$ cat config.mk
export PLATFORM = sky130hd
export DESIGN_NAME = mul_fu_iter
export DESIGN_NICKNAME = d
export VERILOG_FILES = /design/src/rtl/mul_fu_iter_pkg.sv /design/src/rtl/mul_unsigned_iter.sv /design/src/rtl/mul_fu_iter.sv
export SDC_FILE = /design/constraint.sdc
export NUM_CORES = 1
export LEC_CHECK = 0
export CORE_ASPECT_RATIO = 0.6
export CORE_MARGIN = 4
export CORE_UTILIZATION = 38
export CTS_BUF_LIST = sky130_fd_sc_hd__clkbuf_4
export CTS_CLUSTER_DIAMETER = 200
export CTS_CLUSTER_SIZE = 24
export DETAILED_ROUTE_END_ITERATION = 16
export GPL_TIMING_DRIVEN = 0
export SYNTH_ARGS = -nofsm -noshare
export SYNTH_HDL_FRONTEND = slang
export SYNTH_HIERARCHICAL = 1
export SYNTH_SLANG_ARGS = --single-unit
export TNS_END_PERCENT = 10
$ cat constraint.sdc
create_clock -name clk -period 16.62 [get_ports clk]
set_input_delay 2.493 -clock clk [delete_from_list [all_inputs] [get_ports clk]]
set_output_delay 2.493 -clock clk [all_outputs]
set_load 0.03 [all_outputs]
$ cat src/rtl/mul_fu_iter_pkg.sv
// Shared types for the iterative multiply functional unit: branch tags,
// mul_type encodings, FSM states and the branch-flush kill rule.
package mul_fu_iter_pkg;

  localparam int BR_TAG_W = 3;

  typedef struct packed {
    logic                sign;
    logic [BR_TAG_W-1:0] tag;
  } branch_tag_t;

  localparam logic [1:0] MUL_SS = 2'b00;
  localparam logic [1:0] MUL_SU = 2'b01;
  localparam logic [1:0] MUL_UU = 2'b10;

  typedef enum logic [1:0] {
    ST_IDLE = 2'b00,
    ST_CALC = 2'b01,
    ST_DONE = 2'b10
  } mul_state_e;

  // True when an op speculated under `tag` is squashed by a flush of `flush_tag`.
  function automatic logic br_tag_killed(input branch_tag_t tag, input branch_tag_t flush_tag);
    if (tag.sign == flush_tag.sign)
      return (tag.tag & flush_tag.tag) == flush_tag.tag;
    else
      return (tag.tag & flush_tag.tag) == tag.tag;
  endfunction

endpackage

$ cat src/rtl/mul_unsigned_iter.sv
// Unsigned shift-add multiplier for 33-bit magnitudes: retires BITS_PER_CYCLE
// multiplier bits per cycle into a 64-bit accumulator after a start pulse.
module mul_unsigned_iter #(
  parameter int BITS_PER_CYCLE = 2
) (
  input  logic        clk,
  input  logic        rst,
  input  logic        start,
  input  logic        abort,
  input  logic [32:0] mcand,
  input  logic [32:0] mplier,
  output logic        last,
  output logic [63:0] product_next
);

  localparam int ITER  = 32 / BITS_PER_CYCLE;
  localparam int CNT_W = $clog2(ITER + 1);

  logic [63:0]               acc;
  logic [63:0]               mcand_sh;
  logic [32:0]               mplier_sh;
  logic [CNT_W-1:0]          count;
  logic [BITS_PER_CYCLE-1:0] digit;
  logic [63:0]               partial;

  // Magnitudes never exceed 2^32-1, so the low 32 multiplier bits suffice.
  always_comb begin
    digit   = mplier_sh[BITS_PER_CYCLE-1:0];
    partial = '0;
    for (int i = 0; i < BITS_PER_CYCLE; i++) begin
      if (digit[i]) partial = partial + (mcand_sh << i);
    end
    product_next = acc + partial;
    last         = (count == CNT_W'(1));
  end

  always_ff @(posedge clk or posedge rst) begin
    if (rst) begin
      acc       <= '0;
      mcand_sh  <= '0;
      mplier_sh <= '0;
      count     <= '0;
    end else if (abort) begin
      count <= '0;
    end else if (start) begin
      acc       <= '0;
      mcand_sh  <= {31'b0, mcand};
      mplier_sh <= mplier;
      count     <= CNT_W'(ITER);
    end else if (count != '0) begin
      acc       <= product_next;
      mcand_sh  <= mcand_sh << BITS_PER_CYCLE;
      mplier_sh <= mplier_sh >> BITS_PER_CYCLE;
      count     <= count - CNT_W'(1);
    end
  end

endmodule

$ cat src/rtl/mul_fu_iter.sv
// Iterative MUL/MULH/MULHSU/MULHU functional unit with CDB req/grant and flush.
// Optional MUL_ZERO_SKIP_EN: a zero operand completes one cycle after issue.
module mul_fu_iter
  import mul_fu_iter_pkg::*;
#(
  parameter int ROB_WIDTH      = 3,
  parameter int BITS_PER_CYCLE = 2
) (
  input  logic                 clk,
  input  logic                 rst,
  input  logic                 flush,
  input  branch_tag_t          flush_tag,
  input  logic                 issue,
  input  logic [31:0]          operand1,
  input  logic [31:0]          operand2,
  input  logic [1:0]           mul_type,
  input  logic                 upper,
  input  branch_tag_t          br_tag_in,
  input  logic [ROB_WIDTH-1:0] dest_ROB_in,
  output logic                 running,
  output logic                 cdb_req,
  input  logic                 cdb_grant,
  output logic [31:0]          rd_v,
  output logic [ROB_WIDTH-1:0] dest_ROB_out,
  output branch_tag_t          br_tag_out
);

  // Handshake: the result is offered while cdb_req is high and is consumed on
  // the cycle cdb_req & cdb_grant are both high; a killing flush overrides grant.

  mul_state_e  state, state_next;
  logic        neg_q, upper_q;
  logic        accept, kill_held, zero_skip;
  logic        sign1, sign2;
  logic [32:0] op1_ext, op2_ext, mag1, mag2;
  logic        mul_start, mul_abort, mul_last;
  logic [63:0] mul_product_next, prod_signed;
  logic [31:0] result;

`ifdef MUL_ZERO_SKIP_EN
  assign zero_skip = (operand1 == 32'd0) || (operand2 == 32'd0);
`else
  assign zero_skip = 1'b0;
`endif

  always_comb begin
    sign1   = (mul_type == MUL_SS) || (mul_type == MUL_SU);
    sign2   = (mul_type == MUL_SS);
    op1_ext = {sign1 & operand1[31], operand1};
    op2_ext = {sign2 & operand2[31], operand2};
    mag1    = op1_ext[32] ? (~op1_ext + 33'd1) : op1_ext;
    mag2    = op2_ext[32] ? (~op2_ext + 33'd1) : op2_ext;

    accept    = (state == ST_IDLE) && issue && !(flush && br_tag_killed(br_tag_in, flush_tag));
    kill_held = flush && br_tag_killed(br_tag_out, flush_tag);
    mul_start = accept && !zero_skip;
    mul_abort = (state != ST_IDLE) && kill_held;

    prod_signed = neg_q ? (~mul_product_next + 64'd1) : mul_product_next;
    result      = upper_q ? prod_signed[63:32] : prod_signed[31:0];
  end

  always_comb begin
    state_next = state;
    case (state)
      ST_IDLE: if (accept) state_next = zero_skip ? ST_DONE : ST_CALC;
      ST_CALC: begin
        if (kill_held)     state_next = ST_IDLE;
        else if (mul_last) state_next = ST_DONE;
      end
      ST_DONE: if (kill_held || cdb_grant) state_next = ST_IDLE;
      default: state_next = ST_IDLE;
    endcase
  end

  always_ff @(posedge clk or posedge rst) begin
    if (rst) begin
      state        <= ST_IDLE;
      rd_v         <= '0;
      dest_ROB_out <= '0;
      br_tag_out   <= '0;
      neg_q        <= 1'b0;
      upper_q      <= 1'b0;
    end else begin
      state <= state_next;
      if (accept) begin
        dest_ROB_out <= dest_ROB_in;
        br_tag_out   <= br_tag_in;
        upper_q      <= upper;
        neg_q        <= op1_ext[32] ^ op2_ext[32];
        if (zero_skip) rd_v <= '0;
      end
      if ((state == ST_CALC) && mul_last && !kill_held) rd_v <= result;
    end
  end

  assign running = (state != ST_IDLE);
  assign cdb_req = (state == ST_DONE);

  mul_unsigned_iter #(
    .BITS_PER_CYCLE(BITS_PER_CYCLE)
  ) u_core (
    .clk          (clk),
    .rst          (rst),
    .start        (mul_start),
    .abort        (mul_abort),
    .mcand        (mag1),
    .mplier       (mag2),
    .last         (mul_last),
    .product_next (mul_product_next)
  );

endmodule

==> results of run 1 <==
[how the worst max path moves through the flow]
stage / end / cells past startpoint / startpoint
2_1_floorplan: rd_v[19]$_DFFE_PP0P_ / 38 / u_core/mplier_sh[0]$_DFFE_PP0P_
3_3_place_gp: rd_v[14]$_DFFE_PP0P_ / 37 / u_core/mplier_sh[0]$_DFFE_PP0P_
3_5_place_dp: rd_v[14]$_DFFE_PP0P_ / 37 / u_core/mplier_sh[0]$_DFFE_PP0P_
4_1_cts: rd_v[14]$_DFFE_PP0P_ / 37 / u_core/mplier_sh[0]$_DFFE_PP0P_
5_1_grt: rd_v[12]$_DFFE_PP0P_ / 37 / u_core/mplier_sh[0]$_DFFE_PP0P_
6_report: rd_v[12]$_DFFE_PP0P_ / 36 / u_core/mplier_sh[0]$_DFFE_PP0P_
[layer usage]
| layer | global-route usage (%) | wire (um) | vias up |
|---|---|---|---|
| li1 | - | - | 10630 |
| met1 | 44.69 | 45060 | 11220 |
| met2 | 35.54 | 32410 | 976 |
| met3 | 6.385 | 8449 | 65 |
| met4 | 2.670 | 895 | 2 |
| met5 | 0 | 13 | - |
[registers in the layout, summed over array words and instances, names as in the netlist, 2 cells and up]
name	flops
u_core/acc	64
u_core/count	5
br_tag_out	4
rd_v	32
u_core/mplier_sh	33
dest_ROB_out	3
u_core/mcand_sh	64
state	2
[power groups by stage]
stage | clock network, mW | registers (mW) | logic (mW)
5_1_grt | 0.247 | 0.926 | 4.32
2_1_floorplan | 0 | 0.939 | 2.54
4_1_cts | 0.233 | 0.895 | 3.89
3_3_place_gp | 0 | 0.902 | 3.83
3_5_place_dp | 0 | 0.906 | 3.87
6_report | 0.224 | 0.900 | 4.03
[final cells by class]
class                           instances  area, um^2  area share (%)
Clock buffer                           13       97.59          0.4030
Clock inverter                          1       8.758         0.03616
Buffer                                195       785.8           3.244
Inverter                               77       296.5           1.224
Sequential cell                       209        5230           21.60
Antenna cell                            2       5.005         0.02067
Tap cell                              759       949.7           3.921
Multi-Input combinational cell       2354       15570           64.27
Timing Repair Buffer                  125        1279           5.280
[kinds of logic after synthesis]
| family | Yosys count | share of synthesized area (%) |
|---|---|---|
| AOI/OAI and AO/OA | 906 | 27.81 |
| xor gates and xnor gates | 232 | 9.294 |
| adders and majority gates | 112 | 6.467 |
| buffers and inverters | 272 | 4.916 |
| DFF | 209 | 23.92 |
| muxes | 108 | 5.099 |
| other | 1 | 0.01715 |
| and+or+nand+nor | 994 | 22.47 |
[synth_stat cells, types with 25 or more instances]
cell type                  count  area share (%)
sky130_fd_sc_hd__ha_1        109             6.2
sky130_fd_sc_hd__nor2_1      159             2.7
sky130_fd_sc_hd__inv_1        77             1.3
sky130_fd_sc_hd__a22o_1       62             2.5
sky130_fd_sc_hd__nor4_1       38             1.1
sky130_fd_sc_hd__o21bai_1     25            0.86
sky130_fd_sc_hd__a21oi_1     172             3.9
sky130_fd_sc_hd__nand2_1     381             6.5
sky130_fd_sc_hd__mux2_2       26             1.3
sky130_fd_sc_hd__xnor2_1     131             5.2
sky130_fd_sc_hd__a21o_1       86             3.0
sky130_fd_sc_hd__nand4_1      44             1.3
sky130_fd_sc_hd__nand2b_1     61             1.7
sky130_fd_sc_hd__o21ai_0     245             5.6
sky130_fd_sc_hd__nand3_1      46             1.1
sky130_fd_sc_hd__clkbuf_1    163             2.8
sky130_fd_sc_hd__o31ai_1      36             1.2
sky130_fd_sc_hd__dfrtp_1     209              24
sky130_fd_sc_hd__o211ai_1     30             1.0
sky130_fd_sc_hd__nor3_1       66             1.5
sky130_fd_sc_hd__and2_1       43             1.2
sky130_fd_sc_hd__mux2i_1      81             3.7
sky130_fd_sc_hd__xor2_1      101             4.0
sky130_fd_sc_hd__o21a_1       25            0.86
[stage by stage]
| step | worst slack [ps] | area (um^2) | total power [mW] |
|---|---|---|---|
| 5_1_grt | 3272 | 24220 | 5.496 |
| 6_report | 3686 | 24220 | 5.156 |
| 4_1_cts | 4402 | 24210 | 5.022 |
| 3_3_place_gp | 4590 | 24050 | 4.735 |
| 2_1_floorplan | 8413 | 21870 | 3.477 |
| 3_5_place_dp | 4583 | 24100 | 4.779 |
[layout by cell type, fill, tap and decap left out, types with 18 or more instances in the layout]
master                            count
sky130_fd_sc_hd__and2_1              43
sky130_fd_sc_hd__xnor2_1            131
sky130_fd_sc_hd__mux2i_1             81
sky130_fd_sc_hd__o21bai_1            25
sky130_fd_sc_hd__clkdlybuf4s50_1    123
sky130_fd_sc_hd__a21oi_1            172
sky130_fd_sc_hd__a22o_1              62
sky130_fd_sc_hd__dfrtp_1            209
sky130_fd_sc_hd__nor3_1              65
sky130_fd_sc_hd__or4_1               21
sky130_fd_sc_hd__o211ai_1            30
sky130_fd_sc_hd__or3_1               24
sky130_fd_sc_hd__a31oi_1             21
sky130_fd_sc_hd__nand2_1            381
sky130_fd_sc_hd__o41ai_1             22
sky130_fd_sc_hd__or2_2               18
sky130_fd_sc_hd__inv_1               75
sky130_fd_sc_hd__nand4_1             44
sky130_fd_sc_hd__nor4_1              38
sky130_fd_sc_hd__o22ai_1             22
sky130_fd_sc_hd__mux2_2              26
sky130_fd_sc_hd__nand3_1             46
sky130_fd_sc_hd__o21a_1              25
sky130_fd_sc_hd__a22oi_1             24
sky130_fd_sc_hd__ha_1               109
sky130_fd_sc_hd__xor2_1             101
sky130_fd_sc_hd__o21ai_0            245
sky130_fd_sc_hd__a21o_1              86
sky130_fd_sc_hd__nor2_1             159
sky130_fd_sc_hd__clkbuf_1           163
sky130_fd_sc_hd__nand2b_1            61
sky130_fd_sc_hd__o31ai_1             36
[worst max-delay path: cells and delay by family, from the launching register on]
kind,cells,cell delay [ps]
compound gates,9,2450
fa+ha+maj,3,820
simple gates,10,3780
xor+xnor,4,1530
flops,1,600
buf+inv,10,3530
==> out/metrics.sh, run 1 <==
PLACEMENT.IO_BUFFERS=123
TIMING.CRITICAL_PATH.ARRIVAL_PS=13520
VIA_COUNT_OF_THE_FIRST_GLOBAL_ROUTING_PASS=21130
CTS_REPAIR_RESIZE_COUNT=0
RRSETUPSLACK_PS=3690
STATUS='completed'
YS_WARN_COUNT=6
ANTENNA_FOUND_INITIAL=5
FMAXACHIEVABLE_MHz=77.32
P_LEAK_nW=9.928
SYN_TO_FINAL_GROWTH_PCT=10.78
INITIAL_CORE_UTIL_PCT=38.81
DRIVE_GT1_SHARE_PCT=4.001
FINAL_CELLS=3735
VDD_IR_DROP_MAX_V=0.0001197
DIE_AREA_UM2=61560
YS_TYPES=101
GRT_FIRST_PASS_WIRELENGTH_UM=132600
DETAIL_ROUTE.DRC_VIOLATIONS=0
TIMING_HOLD_VIOLATIONS_FINAL=0
GRT_MAX_DEGREE=94
ROUTED_WL_UM=86840
WORST_SLEW_PIN_SLEW_PS=1322
SWITCHING_SHARE_PCT=60.04
TOTALNEGATIVESETUPSLACK_PS=0
NET-SWITCHING-POWER_mW=3.096
P_INT_mW=2.061
R2R-END='rd_v[12]$_DFFE_PP0P_'
CTS-ROOT-TO-SINK-BUFFERS=3
NUMCTSBUFFERS=12
CTS.SINKS=209
HOLDBUFCOUNTCTS=0
DR_TOTAL_VIAS=22890
ROWS=67
SETUP_VIOL=0
MAXCAPVIOLCOUNT=0
TIMING_WORST_SETUP_PATH_TYPE='flop to flop'
H_TREE_DEPTH=1
CLOCK_SHARE_OF_POWER_PCT=4.3
ROUTE.ANTENNA.REMAINING_NETS=0
DIE_HT_UM=193.8
OVERFLOW=0
COMB_POWER_SHARE_PCT=78.2
MAXSLEWHEADROOM_PCT=11.90
DIE-WIDTH_UM=317.7
ROUTED_WIRE_LENGTH_PER_INSTANCE_UM=23.25
PLACED_CELLS=3719
ROUTED_VIA_DENSITY=6.127
WORSTPATHREQUIRED_PS=17210
AVGSYNTHCELLAREA_UM2=7.714
DR_ITER_0_VIOLS=2831
NUM_IO_PINS=124
FINAL_CORE_UTIL_PCT=42.99
CTS.ROOT.BUFFER_CELL='sky130_fd_sc_hd__clkbuf_4'
RSZ0062_AT_GRT='no'
HOLDCRITPATHCLASS='flop to flop'
SYNTH_TOP_FLOP_CELL='sky130_fd_sc_hd__dfrtp_1'
YS_SEQ_ELEMENTS=209
SYNTH.CELL_AREA_UM2=21860
POSTCTSSETUPREPAIRBUFS=0
END_KIND='flop'
CRITICAL_PATH.REG2REG.STARTPOINT='u_core/mplier_sh[0]$_DFFE_PP0P_'
FINCLKSKEW_PS=90.85
HOLD_PATH_STARTPOINT='state[1]$_DFFE_PP0P_'
FINALCRITPERIODSHARE_PCT=77.82
CLOCK_LATENCY_PS=790
SYNTHARSTFLOPSHARE_PCT=100.0
CRIT_FANOUT=10
WORST_SETUP_HOLD_PATH_CLK_SLEW_PS=320
PERIOD_NEEDED_PS=12930
CPMAXSTAGEDELAYCELL='sky130_fd_sc_hd__nor3_1'
SYNTH_SEQ_AREA_SHARE_PCT=23.92
TIMING_MAX_TRANSITION_VIOLATIONS_FINAL=0
POST_SYNTHESIS_CELL_COUNT=2834
TIMING.HOLD.WS_PS=465.5
HOLD_PATH_END='state[0]$_DFFE_PP0P_'
CP-START-KIND='flop'
CTS_TREE='yes'
WORST_PATH_LARGEST_CELL_DELAY_PS=870
DRT_PASS1_ITERATIONS=6
SYNTH_EDF_COUNT=0
ROUTABILITYCONGESTION=1.022
WORST_HOLD_PATH.NUM_CELLS=1
GROUTE.USAGE.OVERALL_PCT=27.05
POWER.SHARE.SEQUENTIAL_PCT=17.4
RR_WORST_DEPTH=36
LAYOUT.FILLER_CELLS=5787
FINAL_NET_COUNT=3168
HPWLAFTERDP_UM=69920
POWERDENSITY_nW_PER_UM2=212.9
CORE-AREA_UM2=56330
Note: power is estimated with default switching activity, not from simulation.
==> inputs of run 2 (changes only) <==
- clock period: 16.62 -> 13.5 ns (I/O delays scaled with it)
==> results of run 2 <==
The final DEF is identical to that of run 1. Status: completed.
Among the figures that moved: setup slack after placement 4583 ps -> 1463 ps; setup slack after layout 3686 ps -> 566.2 ps; register-to-register setup slack 3690 ps -> 570 ps; total power 5.156 mW -> 6.348 mW; worst IR drop on VDD 0.0001197 V -> 0.0001474 V
==> variant 1, RTL diff (settings of run 2) <==
`BITS_PER_CYCLE` is set to 2 in 2 places; all go to 1.
--- a/src/rtl/mul_unsigned_iter.sv
+++ b/src/rtl/mul_unsigned_iter.sv
@@ -1,7 +1,7 @@
 // Unsigned shift-add multiplier for 33-bit magnitudes: retires BITS_PER_CYCLE
 // multiplier bits per cycle into a 64-bit accumulator after a start pulse.
 module mul_unsigned_iter #(
-  parameter int BITS_PER_CYCLE = 2
+  parameter int BITS_PER_CYCLE = 1
 ) (
   input  logic        clk,
   input  logic        rst,
--- a/src/rtl/mul_fu_iter.sv
+++ b/src/rtl/mul_fu_iter.sv
@@ -4,7 +4,7 @@
   import mul_fu_iter_pkg::*;
 #(
   parameter int ROB_WIDTH      = 3,
-  parameter int BITS_PER_CYCLE = 2
+  parameter int BITS_PER_CYCLE = 1
 ) (
   input  logic                 clk,
   input  logic                 rst,
Formal check against the unedited RTL: same outputs for any inputs over 4 cycles, from zero or initial values and one cycle with rst high; that may be too few to reach the edited logic, so the function may still have changed.
==> variant 1 against run 2 <==
  * Count of clock-buffer cells in the layout stayed put
  * Worst setup slack better by 4.9 ns
  * Routed wire length is 24% lower
  * Sequential cell count is 1 higher
  * Power is 32% lower
  * Via count is 28% lower
  * Synthesized area is 24% lower
  * Cell area is 22% lower
  * Clock power is 4% lower
==> variant 1: results (changes against run 2) <==
Status
  – Status: finished, final reports clean

Place
  – Setup WS pre-CTS: 5.98 ns (+4.52 ns)
  – Routability cong.: 0.962 (-5.9%)
  – Placed Cells: 2713 (-27%)
  – Dpl hpwl: 52900 µm (-24%)

Pwr
  – Clock net power: 0.264 mW (-4%)
  – P_sw: 2.45 mW (-36%)
  – VDD IR-drop max: 104 µV (-30%)
  – Internal: 1.87 mW (-26%)
  – Leakage power: 7.79 nW (-22%)

Synthesis
  – Synthesized instance count: 2008 (-29%)
  – Multiplexer share of the synthesized area: 0.0554 (+0.00445)
  – Ys Warns: 6 (unchanged)
  – Synth Area in Adders: 0.0523 (-0.0124)
  – Post-synth top cells: 231 x nand2_1, 210 x dfrtp_1, 192 x o21ai_0
  – Yosys cell types: 88 (-13%)
  – Register area share after synthesis: 0.316 (+0.0763)
  – Main synth FF type: dfrtp_1
  – Dominant cells by area after synthesis: dfrtp_1 32%, o21ai_0 5.8%, nand2_1 5.2%
  – XOR/XNOR share of the synthesized area: 0.0810 (-0.0120)

Setup path
  – Crit path largest cell delay: 0.93 ns (+0.06 ns)
  – Worst reg-to-reg setup slack: 5.43 ns (+4.87 ns)
  – Worst r2r path cells: 21 (-42%)
  – Reg-to-reg endpoint: rd_v[13]
  – CP max-delay cell: mux2i_1

Layout
  – Layout cells sized above 1: 0.0354 (-0.00463)
  – Multi-input logic area: 10800 µm² (-31%)
  – Nets: 2300 (-27%)
  – Fillers: 4310 (-26%)

Global routing
  – Vias in the first global route: 15.4k (-27%)
  – GRT Total Usage: 0.271 (+0.000650)
  – Global-route wire length before repair: 99200 µm (-25%)

STA
  – Final period util: 0.597 (-0.361)
  – Worst Skew: 0.0711 ns (-0.0198 ns)
  – Hold WS: 0.477 ns (+0.0118 ns)
  – Slew @ Worst Pin: 1.40 ns (+0.0740 ns)

Routing
  – Routed WL: 66000 µm (-24%)
  – Iteration-0 DRC Markers: 1871 (-34%)
  – Vias per inst: 6.07 (-0.89%)
  – DR pass1 iterations: 5 (-1)
  – WL per Instance: 24.2 µm (+4.0%)

CTS
  – Worst-Skew Late Latency: 0.77 ns (-0.02 ns)
  – Clock root buffer master: clkbuf_4
  – CTS clk-pin slew, worst paths: 0.25 ns (-0.07 ns)
## variant 1: changes by cell type after synthesis, moves of 41 or more
cell      delta
a21o_1      -48
a21oi_1     -51
clkbuf_1    -71
ha_1        -41
nand2_1    -150
nor2_1      -44
o21ai_0     -53
xnor2_1     -43
## variant 1: routing by layer
layer | track usage | vias to the layer above | routed length, µm
li1 | - | 7575 | -
met4 | 0.0341 | 4 | 871
met3 | 0.0797 | 58 | 7190
met5 | 0 | - | 26
met2 | 0.344 | 678 | 24100
met1 | 0.448 | 8252 | 33800
## variant 1: layout make-up
class / instances / share of cell area
Antenna cell: 1 / 0.000133
Buffer: 118 / 0.0247
Clock buffer: 13 / 0.00520
Clock inverter: 1 / 0.000466
Inverter: 50 / 0.0104
Multi-Input combinational cell: 1631 / 0.573
Sequential cell: 210 / 0.280
Tap cell: 579 / 0.0386
Timing Repair Buffer: 125 / 0.0681
==> variant 2, RTL diff (flow settings as in run 2) <==
Made on the original files. Encoding of `mul_state_e`: now one-hot (3 bits for 3 states).
--- a/src/rtl/mul_fu_iter_pkg.sv
+++ b/src/rtl/mul_fu_iter_pkg.sv
@@ -13,10 +13,10 @@
   localparam logic [1:0] MUL_SU = 2'b01;
   localparam logic [1:0] MUL_UU = 2'b10;
 
-  typedef enum logic [1:0] {
-    ST_IDLE = 2'b00,
-    ST_CALC = 2'b01,
-    ST_DONE = 2'b10
+  typedef enum logic [2:0] {
+    ST_IDLE = 3'b001,
+    ST_CALC = 3'b010,
+    ST_DONE = 3'b100
   } mul_state_e;
 
   // True when an op speculated under `tag` is squashed by a flush of `flush_tag`.
Behaviour: same outputs for any inputs over 4 cycles, from zero or initial values and one cycle with rst high; so few cycles prove little.
==> variant 2 against run 2 <==
  * The flow now finishes with violations (max-capacitance violations, max-slew violations)
  * Critical path depth grew 1
  * Power increased by 11%
  * Cell area increased by 0.64%
  * Synthesized area rose by 0.60%
  * Sequential power about the same
  * Largest cell class unchanged
  * Clock skew down 0.017 ns
  * Routed wire length grew 2.3%
  * Synthesized cell count increased by 0.56%
  * Worst setup slack gained 0.16 ns
  * Combinational power rose by 14%
  * Sequential cell count is 1 higher
  * Sequential share of layout area about the same
==> variant 2: results (changes against run 2) <==
Global routing
  – Global-route wire length before repair: 135000 µm (+2.0%)
  – Vias in the first global route: 21.5k (+1.9%)
  – Overflow after GRT: 0 (unchanged)
  – Initial antenna violation count: 5 (unchanged)
  – GRT Total Usage: 0.275 (+0.00490)
  – Pin count of the biggest net entering global routing: 106 (+13%)

Layout
  – Nets: 3184 (+0.51%)
  – Final Non-Filler Cells: 3754 (+0.51%)
  – Fillers: 5742 (-0.78%)
  – Layout cells sized above 1: 0.0434 (+0.00341)
  – Top flop regs: u_core/acc: 64 flops, u_core/mcand_sh: 64 flops, u_core/mplier_sh: 33 flops
  – Area delta synth->final: 10.8% (about the same)

CTS
  – Gates resized, CTS repair: 0 (unchanged)
  – Largest buffer count on any clock path: 3 (unchanged)
  – CTS clk-pin slew, worst paths: 0.30 ns (-0.02 ns)
  – # Post-CTS Setup Buffers: 0 (unchanged)
  – Cts bufs inserted: 12 (unchanged)
  – H-Tree Level Count: 1 (unchanged)
  – Clock root buffer master: clkbuf_4
  – Worst-Skew Late Latency: 0.80 ns

Run
  – Number of max-cap violations: 1 (+1)

STA
  – Final Max Slew Viols: 11 (+11)
  – Slew @ Worst Pin: 1.52 ns (+0.200 ns)
  – Worst Skew: 0.0738 ns (-0.0170 ns)

Synthesis
  – Synthesized instance count: 2850 (+0.56%)
  – Post-synth top cells: 384 x nand2_1, 235 x o21ai_0, 209 x dfrtp_1
  – Register area share after synthesis: 0.239 (about the same)
  – Dominant cells by area after synthesis: dfrtp_1 24%, nand2_1 6.6%, ha_1 6.2%
  – Main synth FF type: dfrtp_1
  – Yosys cell types: 108 (+6.9%)
  – Synth async-reset ratio: 1.00 (unchanged)
  – Ys Warns: 6 (unchanged)

Place
  – Placed Cells: 3735 (+0.43%)
  – Dpl hpwl: 71900 µm (+2.9%)
  – Routability cong.: 0.983 (-3.9%)
  – Port bufs: 123 (unchanged)
  – Setup WS pre-CTS: 1.32 ns (-0.142 ns)
  – Area post-placement: 24200 µm² (+0.54%)

Routing
  – Vias per inst: 6.19 (+1.1%)
  – Routed WL: 88800 µm (+2.3%)
  – DR pass1 iterations: 6 (unchanged)
  – Iteration-0 DRC Markers: 2798 (-1.2%)

Setup path
  – CP max-delay cell: clkbuf_1
  – Crit-path leading delay family: simple AND/OR/NAND/NOR gates
  – Crit path largest cell delay: 0.75 ns (-0.12 ns)
  – Worst-path fanout max: 10 (unchanged)
  – CP arrival: 13.45 ns (-0.07 ns)

Pwr
  – VDD IR-drop max: 165 µV (+12%)
  – Leakage power: 10.0 nW (+0.82%)

Hold path
  – Hold Crit Class: reg2reg

Floorplan
  – FP Rows: 67 (unchanged)

Status
  – Status: finished, violations left
  – Failing checks: max-capacitance violations, max-slew violations
-- variant 2: cell types whose count changed in the layout (fill, tap and decap cells not counted), moves of 6 or more --
cell | run 2 | this run
clkbuf_1 | 163 | 169
o21ai_0 | 245 | 235
xor2_1 | 101 | 87
xnor2_1 | 131 | 146
or4_1 | 21 | 28
or2_2 | 18 | 31
o221ai_1 | 6 | 12
o31ai_1 | 36 | 49
nor4_1 | 38 | 45
nor2_1 | 159 | 151
-- variant 2: tightest hold or removal path: stages, from the launching register on --
cell     delay [ns]
dfrtp_1        0.40
nand2_1        0.05
o21ai_0        0.06
-- variant 2: final cells by class --
type | instances | area share
inverters | 83 | 0.0131
repair buffers | 125 | 0.0525
flip-flops and latches | 210 | 0.216
clock inverters | 1 | 0.000359
multi-input cells | 2362 | 0.642
clock buffers | 17 | 0.00524
well taps | 759 | 0.0390
diodes | 1 | 0.000103
plain buffers | 196 | 0.0326
-- variant 2: worst paths after layout --
check	start	slack [ns]	to	cells after the start
max	u_core/mplier_sh[0]	0.73	rd_v[11]	37
min	u_core/mplier_sh[24]	0.51	u_core/mplier_sh[24]	2
max reg2reg	u_core/mplier_sh[0]	0.73	rd_v[11]	37
min reg2reg	u_core/mplier_sh[24]	0.51	u_core/mplier_sh[24]	2
max in group asynchronous	rst	10.81	u_core/mcand_sh[55]	3
min in group asynchronous	rst	1.60	rd_v[2]	2
-- variant 2: cell families after synthesis --
kind of cell	after synthesis	synth area share
compound gates	900	0.276
buf+inv	279	0.0503
flops	210	0.239
other cells	1	0.000171
xor+xnor	233	0.0928
simple gates	1011	0.229
mux	104	0.0487
fa+ha+maj	112	0.0643
-- variant 2: power by group --
| group | leakage [nW] | internal (mW) | switching (mW) |
|---|---|---|---|
| Combinational | 7.20 | 1.78 | 3.86 |
| Clock | 0.0823 | 0.0581 | 0.228 |
| Sequential | 2.73 | 0.907 | 0.202 |
-- variant 2: routing by layer --
layer,part of all wire,track usage
met1,0.52,0.459
met2,0.37,0.364
met4,0.010,0.0301
met5,0.00030,0
met3,0.096,0.0542
